### src/rtl/pal_prog.sv
// pal_prog: run-time programmable sum-of-products array with a 2-stage
// valid/ready pipeline. Product terms (AND plane + OR plane) are written one
// at a time through the cfg port. Define PAL_POL_EN to add a per-output
// polarity register (cfg_pol_we/cfg_pol) that is XORed into the result.
module pal_prog #(
    parameter int IW = 4,
    parameter int OW = 4,
    parameter int PT = 8,
    parameter int AW = $clog2(PT)
) (
    input  logic            clk,
    input  logic            rst_b,
    input  logic            in_valid,
    output logic            in_ready,
    input  logic [IW-1:0]   in_data,
    output logic            out_valid,
    input  logic            out_ready,
    output logic [OW-1:0]   out_data,
    input  logic            cfg_we,
    input  logic [AW-1:0]   cfg_addr,
    input  logic [2*IW-1:0] cfg_and,
`ifdef PAL_POL_EN
    input  logic [OW-1:0]   cfg_or,
    input  logic            cfg_pol_we,
    input  logic [OW-1:0]   cfg_pol
`else
    input  logic [OW-1:0]   cfg_or
`endif
);

    // Plane storage: and_q[t][IW-1:0] = true literals, [2IW-1:IW] = complemented
    logic [PT-1:0][2*IW-1:0] and_q, and_d;
    logic [PT-1:0][OW-1:0]   or_q, or_d;

    // Pipeline state
    logic          s1_valid_q, s1_valid_d;
    logic [OW-1:0] s1_raw_q, s1_raw_d;
    logic          out_valid_q, out_valid_d;
    logic [OW-1:0] out_data_q, out_data_d;

    logic          s2_free, in_fire, s1_move;
    logic [PT-1:0] hit;
    logic [OW-1:0] raw_sop;
    logic [OW-1:0] s1_result;

`ifdef PAL_POL_EN
    logic [OW-1:0] pol_q, pol_d;
    logic [OW-1:0] s1_pol_q, s1_pol_d;

    // Polarity register write
    always_comb begin
        pol_d = pol_q;
        if (cfg_pol_we) pol_d = cfg_pol;
    end

    assign s1_result = s1_raw_q ^ s1_pol_q;
`else
    assign s1_result = s1_raw_q;
`endif

    // Plane write; out-of-range term indices are dropped
    always_comb begin
        and_d = and_q;
        or_d  = or_q;
        if (cfg_we && (int'(cfg_addr) < PT)) begin
            and_d[cfg_addr] = cfg_and;
            or_d[cfg_addr]  = cfg_or;
        end
    end

    // An empty AND mask disables the term; a true+complement pair on the
    // same input can never be satisfied, so it falls out of the same test.
    for (genvar t = 0; t < PT; t++) begin : g_term
        assign hit[t] = (|and_q[t])
                     && ((and_q[t][IW-1:0] & ~in_data) == '0)
                     && ((and_q[t][2*IW-1:IW] & in_data) == '0);
    end

    // OR plane: collect outputs of every hitting term
    always_comb begin
        raw_sop = '0;
        for (int t = 0; t < PT; t++) begin
            if (hit[t]) raw_sop = raw_sop | or_q[t];
        end
    end

    // Handshake: in_ready depends on out_ready but never on in_valid
    assign s2_free  = !out_valid_q || out_ready;
    assign in_ready = !s1_valid_q || s2_free;
    assign in_fire  = in_valid && in_ready;
    assign s1_move  = s1_valid_q && s2_free;

    // Stage 1 captures the SOP from the planes as they are before any
    // same-cycle cfg write, which gives the snapshot-at-accept behaviour.
    always_comb begin
        s1_valid_d = s1_valid_q;
        s1_raw_d   = s1_raw_q;
`ifdef PAL_POL_EN
        s1_pol_d   = s1_pol_q;
`endif
        if (in_fire) begin
            s1_valid_d = 1'b1;
            s1_raw_d   = raw_sop;
`ifdef PAL_POL_EN
            s1_pol_d   = pol_q;
`endif
        end else if (s1_move) begin
            s1_valid_d = 1'b0;
        end
    end

    // Stage 2 holds the result stable until the consumer takes it
    always_comb begin
        out_valid_d = out_valid_q;
        out_data_d  = out_data_q;
        if (s1_move) begin
            out_valid_d = 1'b1;
            out_data_d  = s1_result;
        end else if (out_ready) begin
            out_valid_d = 1'b0;
        end
    end

    // State registers
    always_ff @(posedge clk or negedge rst_b) begin
        if (!rst_b) begin
            and_q       <= '0;
            or_q        <= '0;
            s1_valid_q  <= 1'b0;
            s1_raw_q    <= '0;
            out_valid_q <= 1'b0;
            out_data_q  <= '0;
`ifdef PAL_POL_EN
            pol_q       <= '0;
            s1_pol_q    <= '0;
`endif
        end else begin
            and_q       <= and_d;
            or_q        <= or_d;
            s1_valid_q  <= s1_valid_d;
            s1_raw_q    <= s1_raw_d;
            out_valid_q <= out_valid_d;
            out_data_q  <= out_data_d;
`ifdef PAL_POL_EN
            pol_q       <= pol_d;
            s1_pol_q    <= s1_pol_d;
`endif
        end
    end

    assign out_valid = out_valid_q;
    assign out_data  = out_data_q;

endmodule

### config.mk
export PLATFORM = sky130hd
export DESIGN_NAME = pal_prog
export DESIGN_NICKNAME = d
export VERILOG_FILES = /design/src/rtl/pal_prog.sv
export SDC_FILE = /design/constraint.sdc
export NUM_CORES = 1
export LEC_CHECK = 0
export ABC_CLOCK_PERIOD_IN_PS = 2100
export CORE_MARGIN = 2
export CORE_UTILIZATION = 59
export DETAILED_ROUTE_END_ITERATION = 8
export GPL_TIMING_DRIVEN = 1
export PLACE_DENSITY = 0.79
export RECOVER_POWER = 50
export SLEW_MARGIN = 40
export SYNTH_ARGS = -nofsm -noshare
export SYNTH_HDL_FRONTEND = slang
export SYNTH_SLANG_ARGS = --single-unit
### constraint.sdc
create_clock -name clk -period 2.1 [get_ports clk]
set_input_delay 0.42 -clock clk [delete_from_list [all_inputs] [get_ports clk]]
set_output_delay 0.42 -clock clk [all_outputs]
set_load 0.01 [all_outputs]
==> flow_metrics.tcl <==
set metrics [dict create \
    grt_start_max_net_pins 40 \
    post-place-cells 509 \
    synth.lib_cells_used.distinct 32 \
    hold_class "input port to asynchronous set/reset pin" \
    slew_viol_final 0 \
    drt-initial-drc-count 149 \
    detailedPlace.worstSlack_ps -414 \
    timing.critical_path.depth 6 \
    htree_levels 3 \
    synth_top_cell_area_share 0.553 \
    power.density_nw_per_um2 956 \
    layout-area-overhead-vs-synth_pct 18.0 \
    cp_top_family "simple AND/OR/NAND/NOR gates" \
    timing.critical_path.slowest_stage_cell "or4_4" \
    maxClockFrequency_mhz 467 \
    route.detailed.vias_per_inst 6.28 \
    hold_violations 0 \
    clk_path_buf_depth 2 \
    num_antenna_cells 0 \
    die_width_um 94.2 \
    yosys.cell_count.top_type "dfrtp_1" \
    design.portCount 30 \
    async_flop_share 1.00 \
    setup-violations-final 2 \
    setup_slack_ps -40.6 \
    rows 32 \
    totalNegativeSetupSlack_ps -46.3 \
    synth.yosys.seq_area_share 0.553 \
    run_status "finished, violations left" \
    syn-instance-count 357 \
    regToRegSetupSlack_ps -40 \
    cts.clk_slew.worst_paths_ps 100 \
    die_h_um 94.2 \
    grt_pass1_vias 3373 \
    number_of_enable_type_register_cells_in_the_synthesized_netlist 0 \
    place_congestion 0.853 \
    max_cap_violations 0 \
    final_cells 525 \
    post_cts_hold_buffer_count 0 \
    crit_path_cell_trace "or4_4 -> nor2_4 -> nor4b_1 -> a2111oi_1 -> buf_4 -> a41oi_1" \
    final_net_count 442 \
    critPathArrivalTime_ps 2370 \
    grt_first_pass_wirelength_um 17500 \
    ys_top_cells_by_area "dfrtp_1 55%, mux2_2 23%, mux2i_1 4.2%, nor4b_1 2.2%, a22oi_1 1.6%" \
    synth.largest_area_cell "dfrtp_1" \
    total_die_area_um2 8870 \
    rsz_0062_raised_after_global_routing "yes" \
    synth_warnings 0 \
    worstMarginPinSlew_ps 997 \
    grt_util_all_layers 0.264 \
    fin_hold_ws_ps 175 \
    clk-insertion-delay-late_ps 370 \
    ys_dominant_reg_cell "dfrtp_1" \
    root_buffer "clkbuf_8" \
    worst_vdd_drop_uv 586 \
    vias 3296 \
    clock_sink_count 106 \
    path_buf_inv 1 \
    crit_path_max_fanout 4 \
    ant_nets 0 \
    critPathKind "flip-flop to flip-flop" \
    tritoncts "done" \
    critical_path.max_stage_delay_ps 550 \
    max_slew_margin 0.335 \
    antenna_found_initial 0 \
    clock-skew-final_ps 12.7 \
    leakage_uw 0.00239 \
    synth-seq-cells 106 \
    avgSynthCellArea_um2 13.4 \
    routed_wirelength_um 11000 \
    starting_utilization_of_the_core_area 0.614 \
    grt_overflow_total 0 \
    critical_path.endpoint_type "flip-flop" \
    final_min_period_over_clock_period 1.02 \
    required_ps 2330 \
    firstDrtPassIters 4 \
    violations "setup timing" \
    cts.repair_timing.setup_buffer_count 0 \
    synth.cells.most_frequent "106 x dfrtp_1, 96 x mux2_2, 20 x mux2i_1" \
    worst-r2r-cell-count 6 \
    wl_per_cell_um 20.9 \
    synth.cell_area_um2 4800 \
    io_buffer_count 29 \
    remaining_drc_errors 0 \
    syn_nets 381 \
    final_layout_size_suffix_gt1_frac 0.378 \
    cts_inserted_buffers 9 \
    timing.final.crit_period_ps 2140 \
    critical_path.startpoint_type "flip-flop" \
    placeable_core_region_um2 7810 \
    place.detailed.hpwl_um 7830 \
]
routing by layer:
metal	vias to the layer above	routed length (um)	global-route usage
met5	-	0	0
met4	0	192	0.0785
met3	17	555	0.0618
met2	96	5290	0.424
met1	1712	4940	0.360
li1	1471	-	-
layout make-up:
type | count | area (um2)
Clock buffer | 9 | 124
Tap cell | 102 | 128
Clock inverter | 7 | 73.8
Timing Repair Buffer | 64 | 576
Multi-Input combinational cell | 225 | 2060
Inverter | 12 | 45.0
Fill cell | 544 | 2150
Sequential cell | 106 | 2650
registers in the layout, summed over array words and instances (netlist names):
name	cells
and_q	64
out_data	4
out_valid	1
or_q	32
s1_raw_q	4
s1_valid_q	1
cell usage in the layout (no fill, tap or decap), drive strengths merged, types with 2 or more instances in the layout:
| cell type | instances |
|---|---|
| a2111oi | 4 |
| clkinv | 2 |
| dfrtp | 106 |
| nand4b | 3 |
| clkdlybuf4s50 | 27 |
| nand2b | 4 |
| a22oi | 10 |
| inv | 15 |
| mux2 | 96 |
| o21ai | 4 |
| nand3 | 4 |
| or4 | 8 |
| nor3b | 2 |
| nor4b | 12 |
| a211oi | 4 |
| nor3 | 6 |
| buf | 32 |
| nor2 | 8 |
| a21oi | 4 |
| a41oi | 4 |
| mux2i | 20 |
| nor4 | 8 |
| o221ai | 6 |
| nand2 | 15 |
| clkbuf | 13 |
final timing paths:
| path | start | end |
|---|---|---|
| max | and_q[28]$_DFFE_PN0P_ | s1_raw_q[2]$_DFFE_PN0P_ |
| min | rst_b | and_q[40]$_DFFE_PN0P_ |
| max reg2reg | and_q[28]$_DFFE_PN0P_ | s1_raw_q[2]$_DFFE_PN0P_ |
| min reg2reg | or_q[11]$_DFFE_PN0P_ | or_q[11]$_DFFE_PN0P_ |
| max in group asynchronous | rst_b | and_q[25]$_DFFE_PN0P_ |
| min in group clk | or_q[11]$_DFFE_PN0P_ | or_q[11]$_DFFE_PN0P_ |
cells by family after synthesis:
group | synth area share
AO/OA/AOI/OAI | 0.0558
buffers and inverters | 0.0243
flip-flops | 0.553
multiplexers | 0.267
AND/OR/NAND/NOR | 0.0999
power by group:
part           leakage (uW)  switching [uW]  internal, uW
sequential          0.00126             336          2520
clock              0.000100             699           560
combinational       0.00103             552           741
through the flow:
| step | power, uW | cell area [um2] | util |
|---|---|---|---|
| floorplan | 3570 | 4800 | - |
| global placement | 4070 | 5450 | 0.699 |
| detailed placement | 4150 | 5450 | 0.699 |
| CTS | 5410 | 5660 | 0.725 |
| global route | 5680 | 5660 | 0.725 |
| finish | 5410 | 5660 | 0.725 |
timing repair:
| action | CTS | global route |
|---|---|---|
| resized for setup | 3 | 6 |
| pin swaps | 0 | 2 |
| endpoints found under the setup margin | 3 | 4 |
Note: power is estimated with default switching activity, not from simulation.
